<file path="config.mk">
export PLATFORM = sky130hd
export DESIGN_NAME = lcd_frame_scheduler
export DESIGN_NICKNAME = d
export VERILOG_FILES = /design/src/rtl/lcd_frame_scheduler.sv
export SDC_FILE = /design/constraint.sdc
export NUM_CORES = 1
export LEC_CHECK = 0
export CAP_MARGIN = 30
export CORE_ASPECT_RATIO = 0.6
export CORE_UTILIZATION = 50
export CTS_BUF_LIST = sky130_fd_sc_hd__clkbuf_4
export DETAILED_ROUTE_END_ITERATION = 8
export GPL_ROUTABILITY_DRIVEN = 0
export GPL_TIMING_DRIVEN = 0
export PLACE_DENSITY = 0.84
export SLEW_MARGIN = 30
export SYNTH_ARGS = -nofsm -noshare
export SYNTH_HDL_FRONTEND = slang
export SYNTH_SLANG_ARGS = --single-unit
</file>
<file path="constraint.sdc">
create_clock -name clk -period 2.49 [get_ports clk]
set_clock_uncertainty 0.05 [all_clocks]
set_input_delay 0.498 -clock clk [delete_from_list [all_inputs] [get_ports clk]]
set_output_delay 0.498 -clock clk [all_outputs]
set_load 0.005 [all_outputs]
</file>
<file path="src/rtl/lcd_frame_scheduler.sv">
// lcd_frame_scheduler: feeds full-window pixel streams into the LT24 pixel-write
// port. Arbitrates a constant-colour clear frame against a framebuffer refresh
// frame and walks the window in raster order, one print/done handshake per pixel.
module lcd_frame_scheduler #(
   parameter int H_RES  = 160,
   parameter int V_RES  = 144,
   parameter int ADDR_W = 15
) (
   input  logic              clk,
   input  logic              reset_n,
   input  logic              clear_req,
   input  logic [15:0]       clear_color,
   input  logic              refresh_req,
   output logic              fb_rd_en,
   output logic [ADDR_W-1:0] fb_rd_addr,
   input  logic [15:0]       fb_rd_data,
   input  logic              lcd_initialized,
   input  logic              lcd_done,
   output logic              lcd_en,
   output logic              lcd_print,
   output logic [15:0]       lcd_pixel_rgb,
   output logic              busy,
   output logic              frame_done,
   output logic [7:0]        pixel_x,
   output logic [7:0]        pixel_y
);

   localparam logic [7:0] X_LAST = 8'(H_RES - 1);
   localparam logic [7:0] Y_LAST = 8'(V_RES - 1);

   typedef enum logic [2:0] {
      WAIT_INIT,
      IDLE,
      FETCH,
      LATCH,
      ISSUE,
      HOLD,
      RELEASE,
      DONE
   } state_t;

   state_t            state;
   logic              pending_clear;
   logic              pending_refresh;
   logic              frame_refresh;
   logic [ADDR_W-1:0] lin_cnt;

   logic abort;
   logic in_frame;
   logic start_clear;
   logic start_refresh;
   logic rearm_clear;
   logic rearm_refresh;
   logic last_pixel;

   // Frame start, abort and end-of-window decode shared by the flag and FSM registers
   always_comb begin
      abort         = 1'b0;
      in_frame      = 1'b0;
      start_clear   = 1'b0;
      start_refresh = 1'b0;
      rearm_clear   = 1'b0;
      rearm_refresh = 1'b0;
      last_pixel    = 1'b0;
      abort         = (state != WAIT_INIT) && !lcd_initialized;
      in_frame      = state inside {FETCH, LATCH, ISSUE, HOLD, RELEASE};
      start_clear   = (state == IDLE) && lcd_initialized && pending_clear;
      start_refresh = (state == IDLE) && lcd_initialized && !pending_clear && pending_refresh;
      rearm_clear   = abort && in_frame && !frame_refresh;
      rearm_refresh = abort && in_frame && frame_refresh;
      last_pixel    = (pixel_x == X_LAST) && (pixel_y == Y_LAST);
   end

   // Sticky request flags: a new request always wins over the start-of-frame clear,
   // and an aborted frame re-arms its own flag so it restarts after re-init
   always_ff @(posedge clk or negedge reset_n) begin
      if (!reset_n) begin
         pending_clear   <= 1'b0;
         pending_refresh <= 1'b0;
      end else begin
         pending_clear   <= clear_req   | rearm_clear   | (pending_clear   & ~start_clear);
         pending_refresh <= refresh_req | rearm_refresh | (pending_refresh & ~start_refresh);
      end
   end

   // Frame sequencer with registered handshake, framebuffer and position outputs
   always_ff @(posedge clk or negedge reset_n) begin
      if (!reset_n) begin
         state         <= WAIT_INIT;
         frame_refresh <= 1'b0;
         lin_cnt       <= '0;
         fb_rd_en      <= 1'b0;
         fb_rd_addr    <= '0;
         lcd_en        <= 1'b0;
         lcd_print     <= 1'b0;
         lcd_pixel_rgb <= '0;
         busy          <= 1'b0;
         frame_done    <= 1'b0;
         pixel_x       <= '0;
         pixel_y       <= '0;
      end else if (abort) begin
         state         <= WAIT_INIT;
         frame_refresh <= 1'b0;
         lin_cnt       <= '0;
         fb_rd_en      <= 1'b0;
         fb_rd_addr    <= '0;
         lcd_en        <= 1'b0;
         lcd_print     <= 1'b0;
         lcd_pixel_rgb <= '0;
         busy          <= 1'b0;
         frame_done    <= 1'b0;
         pixel_x       <= '0;
         pixel_y       <= '0;
      end else begin
         case (state)
            WAIT_INIT: begin
               if (lcd_initialized) state <= IDLE;
            end
            IDLE: begin
               if (start_clear) begin
                  // The output register doubles as the colour latch for the whole frame
                  frame_refresh <= 1'b0;
                  lcd_pixel_rgb <= clear_color;
                  lin_cnt       <= '0;
                  pixel_x       <= '0;
                  pixel_y       <= '0;
                  busy          <= 1'b1;
                  lcd_en        <= 1'b1;
                  lcd_print     <= 1'b1;
                  state         <= ISSUE;
               end else if (start_refresh) begin
                  frame_refresh <= 1'b1;
                  lin_cnt       <= '0;
                  pixel_x       <= '0;
                  pixel_y       <= '0;
                  fb_rd_en      <= 1'b1;
                  fb_rd_addr    <= '0;
                  busy          <= 1'b1;
                  lcd_en        <= 1'b1;
                  state         <= FETCH;
               end
            end
            FETCH: begin
               fb_rd_en <= 1'b0;
               state    <= LATCH;
            end
            LATCH: begin
               lcd_pixel_rgb <= fb_rd_data;
               lcd_print     <= 1'b1;
               state         <= ISSUE;
            end
            ISSUE: begin
               state <= HOLD;
            end
            HOLD: begin
               lcd_print <= 1'b0;
               state     <= RELEASE;
            end
            RELEASE: begin
               if (lcd_done) begin
                  if (last_pixel) begin
                     frame_done <= 1'b1;
                     state      <= DONE;
                  end else begin
                     lin_cnt <= lin_cnt + ADDR_W'(1);
                     if (pixel_x == X_LAST) begin
                        pixel_x <= '0;
                        pixel_y <= pixel_y + 8'd1;
                     end else begin
                        pixel_x <= pixel_x + 8'd1;
                     end
                     if (frame_refresh) begin
                        fb_rd_en   <= 1'b1;
                        fb_rd_addr <= lin_cnt + ADDR_W'(1);
                        state      <= FETCH;
                     end else begin
                        lcd_print <= 1'b1;
                        state     <= ISSUE;
                     end
                  end
               end
            end
            DONE: begin
               frame_done <= 1'b0;
               busy       <= 1'b0;
               lcd_en     <= 1'b0;
               state      <= IDLE;
            end
         endcase
      end
   end

endmodule
</file>
Word-level counts from Yosys, hierarchy flattened
Index checks and enable logic that the tools add are counted.
- register bits: 72
- input bits: 38
- output and inout port bits: 52
- word-level logic and storage cells: 135
- $add $sub $neg: 3
- equal/unequal tests: 20
- multiplexer cells: 58
- bitwise gates (word level): 8
- reduce and logical (&&, ||, !) cells: 33
- operator list (operator ; number):
    15-bit two-way mux ; 10
    8-bit two-way mux ; 10
    15-bit case mux with 2 select lines ; 2
    16-bit two-way mux ; 2
    16-bit case mux with 2 select lines ; 1
    8-bit case mux with 2 select lines ; 2
    3-bit != test (second input constant) ; 9
    3-bit case mux with 8 select lines ; 1
    3-bit two-way mux ; 7
    1-bit two-way mux ; 19
    3-bit nonzero test ; 6
    8-bit by 1-bit adder with 8-bit output (second input constant) ; 2
    8-bit equality test (second input constant) ; 2
    15-bit by 1-bit adder with 15-bit output (second input constant) ; 1
    3-bit equality test (second input constant) ; 4
    6-bit AND reduction ; 2
    5-bit AND reduction ; 2
    5-bit nonzero test ; 2
    1-bit logical AND ; 9
    3-bit by 2-bit equality test with 1-bit output (second input constant) ; 2
    2-bit AND reduction ; 3
    3-bit AND reduction ; 2
    4-bit != test (second input constant) ; 1
    1-bit OR ; 4
    12 further kinds ; 17

Longest topological paths before layout
- word-level depth: 8
- depth in mapped cells: 7
- depth with buffers taken out: 6

Worst setup path before layout
Ideal clock, no wire load.
- path type: register to register
- start: register pixel_y[4]
- end: register fb_rd_addr[0]
- library setup time: 125 ps
- arrival: 2122 ps
- setup slack: 192 ps
- stages on the path, launching flop included: 7
- buffers on the path: 1
- clock period less this slack: 2298 ps
- cell sequence: dfrtp_1 > or4b_4 > or4_4 > a21oi_2 > a31oi_2 > buf_6 > mux2_4
- longest elaborated chain between the ends: 4
- RTL lines (item ; line ; source):
    from (decl) ; 25 ; output logic [7:0] pixel_y
    from (signal assigned) ; 168 ; pixel_y <= pixel_y + 8'd1;
    8-bit equality test ; 71 ; last_pixel = (pixel_x == X_LAST) && (pixel_y == Y_LAST);
    1-bit logical AND ; 71 ;
    3-bit != test (no line) ; n/a ;
    6-bit AND reduction (no line) ; n/a ;
    to (signal assigned) ; 174 ; fb_rd_addr <= lin_cnt + ADDR_W'(1);
    to (decl) ; 15 ; output logic [ADDR_W-1:0] fb_rd_addr,
Every way passes these cells.
A chain may end at the register's enable or synchronous reset.

Worst setup path in the final report
- start: register pixel_y[5]
- end: register fb_rd_addr[6]
Same word-level chain as after synthesis.

==> impl_metrics.env <==
export IMPL_finalSetupViolCount=6
export IMPL_leakage_uw=0.00227
export IMPL_clockBufferDepth=2
export IMPL_rsz0062_at_grt="true"
export IMPL_rrSetupSlack_ns=-0.03
export IMPL_met2WireLength_um=4920
export IMPL_cp_max_fo=8
export IMPL_timing_final_max_slew_violations=0
export IMPL_yosysUniqueCellTypes=55
export IMPL_path_class="register to register"
export IMPL_min_path_cells=2
export IMPL_crit_slowest_cell="or4_4"
export IMPL_vias_per_cell=5.75
export IMPL_drive_gt1_share_pct=14.3
export IMPL_irDropWorstVdd_uv=317
export IMPL_grt_pass1_vias=3451
export IMPL_die_y_um=70.1
export IMPL_synth_warning_count=0
export IMPL_crit_family="simple AND/OR/NAND/NOR gates"
export IMPL_drt_wl_total_um=10800
export IMPL_synth_ff_type="dfrtp_1"
export IMPL_final_nets=574
export IMPL_post_place_ws_ns=-0.189
export IMPL_finalHoldWorstSlack_ns=0.443
export IMPL_reg2reg_from="pixel_y[5]"
export IMPL_async_reset_ff_share_pct=100
export IMPL_grt_use_total_pct=26.5
export IMPL_firstDrtPassIters=5
export IMPL_wl_met1_um=4730
export IMPL_hp_class="register to register"
export IMPL_crit_buf_inv=1
export IMPL_synth_area_top_cells="dfrtp_1, o21ai_0, nand2_1, mux2i_1, a21oi_1"
export IMPL_critPathCaptureType="register"
export IMPL_cts_sinks=72
export IMPL_port_buffers=88
export IMPL_antenna_found_initial=0
export IMPL_grt_overflow=0
export IMPL_ios=90
export IMPL_clockRootBuffer="clkbuf_4"
export IMPL_reg2reg_depth=6
export IMPL_dr_max_layer_used="met4"
export IMPL_synth_edf_count=0
export IMPL_path_cells="or4b_4 -> or4_4 -> a21oi_4 -> a31oi_4 -> buf_8 -> mux2_4"
export IMPL_core_area_sq_um=7360
export IMPL_start_util_pct=52.5
export IMPL_die_area_sq_um=8090
export IMPL_wl_per_cell_um=16.8
export IMPL_yosysTopAreaCell="dfrtp_1"
export IMPL_drc_errors=0
export IMPL_clk_latency_ns=0.44
export IMPL_synthesis_area_sq_um=3860
export IMPL_status="complete, but fails checks"
export IMPL_drv_cap=0
export IMPL_dr_first_iter_drc_count=292
export IMPL_cp_arrival_ns=2.80
export IMPL_endpoint="fb_rd_addr[6]"
export IMPL_antennaDiodeCount=0
export IMPL_final_util_pct=72.5
export IMPL_synth_top_area_share_pct=46.6
export IMPL_grt_max_degree=46
export IMPL_violations="setup timing"
export IMPL_cts_htree_levels=3
export IMPL_fin_cells=642
export IMPL_synthCells=413
export IMPL_num_vias=3693
export IMPL_postSynthAreaPerCell_sq_um=9.36
export IMPL_worstMarginPinSlew_ns=0.725
export IMPL_relSlewSlack_pct=51.0
export IMPL_clkTransAtPathRegs_ns=0.12
export IMPL_syn_num_nets=454
export IMPL_critPathLaunch="pixel_y[5]"
export IMPL_worstSetupStartpointType="register"
export IMPL_fp_dieW_um=115
export IMPL_critical_path_max_stage_delay_ns=0.60
export IMPL_cts_buffers=9
export IMPL_setup_ws_ns=-0.0257
export IMPL_ant_nets=0
export IMPL_seq_area_frac_synth_pct=46.6
export IMPL_hold_violations=0
export IMPL_power_density_nw_per_um2=537
export IMPL_areaGrowthSynthToFinish_pct=38.1
export IMPL_ys_seq_elements=72
export IMPL_cp_required_ns=2.77
export IMPL_fin_crit_ns=2.52
export IMPL_r2r_end="fb_rd_addr[6]"
export IMPL_dpl_cell_count=606
export IMPL_placementRows=24
export IMPL_period_share_pct=101
export IMPL_cts_tree="built"
export IMPL_grt_first_pass_wirelength_um=16700
export IMPL_dp_hpwl_um=7430
export IMPL_route_met3_wl_um=1080
export IMPL_crit_cells=6
export IMPL_clock_fmax_mhz=398
## state kept, by name (all words and copies together) (netlist names), 3 cells and up
signal,cells
lin_cnt,15
lcd_pixel_rgb,16
pixel_y,8
pixel_x,8
fb_rd_addr,15
state,3
## placed cells by master, fill, tap and decap left out, drive strengths merged, types with 3 or more instances in the layout
| cell type | n |
|---|---|
| mux2 | 15 |
| nor2 | 25 |
| and2 | 7 |
| nand2b | 9 |
| or4 | 3 |
| o21ai | 59 |
| ha | 3 |
| nor3 | 7 |
| xnor2 | 9 |
| bufinv | 3 |
| clkinv | 3 |
| o31ai | 4 |
| and3 | 3 |
| nand3 | 15 |
| nand2 | 50 |
| o211ai | 3 |
| inv | 11 |
| or3 | 7 |
| clkdlybuf4s50 | 87 |
| dfrtp | 72 |
| a21oi | 23 |
| mux2i | 16 |
| a31oi | 4 |
| o22ai | 5 |
| buf | 28 |
| nor4 | 3 |
| a211oi | 3 |
| nand4 | 6 |
| clkbuf | 25 |
| xor2 | 3 |
## metrics by stage
step / cell area (sq um) / TNS (ns) / total power (uW)
global placement: 4870 / -117.24 / 1840
floorplan: 3860 / 0 / 1570
global route: 5330 / -0.825 / 2970
CTS: 5170 / 0 / 2810
detailed placement: 4900 / -2.45 / 1870
finish: 5330 / -0.103 / 2860
## cells in the mapped netlist, types with 2 or more instances
cell type	instances
a211oi_1	3
a21oi_1	22
a31oi_1	3
and2_1	7
and3_1	3
and4_1	2
buf_2	5
clkbuf_1	16
dfrtp_1	72
ha_1	3
inv_1	11
mux2_2	8
mux2_4	7
mux2i_1	16
nand2_1	50
nand2b_1	9
nand3_1	15
nand3b_1	2
nand4_1	6
nor2_1	25
nor2b_1	2
nor3_1	7
nor4_1	3
o211ai_1	2
o21a_1	2
o21ai_0	57
o22ai_1	5
o31ai_1	4
o41ai_1	2
or3_1	7
or3b_1	2
or4_1	2
xnor2_1	9
xor2_1	3
## cells by family after synthesis
family                     synth area share [%]
and+or+nand+nor                            19.4
AOI/OAI and AO/OA                          17.4
muxes                                      9.20
buffers and inverters                      3.76
xor gates and xnor gates                   2.72
adders and majority gates                 0.972
DFF                                        46.6
## worst min path at each step
stage                       from                end
6_report       lcd_pixel_rgb[13]  lcd_pixel_rgb[13]
5_1_grt         lcd_pixel_rgb[1]   lcd_pixel_rgb[1]
4_1_cts        lcd_pixel_rgb[13]  lcd_pixel_rgb[13]
3_5_place_dp             reset_n         lin_cnt[3]
3_3_place_gp   lcd_pixel_rgb[15]  lcd_pixel_rgb[15]
2_1_floorplan            reset_n               busy
## power breakdown
group	leakage [uW]	switching, uW	internal [uW]
clock	0.0000910	436	499
sequential	0.000972	43.9	1240
combinational	0.00120	316	333
total	0.00227	796	2070
## worst min-delay path: stages (launching register included)
cell     delay (ns)
dfrtp_1        0.36
nand2_1        0.04
o21ai_0        0.06
## layout make-up
cell class	instances	area, sq um
well taps	104	130
flip-flops and latches	72	1800
clock buffers	9	67.6
fillers	552	2020
multi-input cells	307	2000
inverters	11	41.3
clock inverters	7	110
repair buffers	109	1060
plain buffers	23	118
## per-layer routing
metal,up-vias,track usage [%]
met5,-,0
met4,0,6.49
met3,11,6.94
met2,200,40.4
met1,1765,37.5
li1,1717,-
## what timing repair did
item,CTS,global route
pin swaps,1,4
setup endpoints to repair,24,33
endpoints found under the hold margin,27,0
setup buffers,8,11
hold buffers,1,0
gates resized for setup,6,17
No activity file was read; power rests on OpenSTA's default activity.
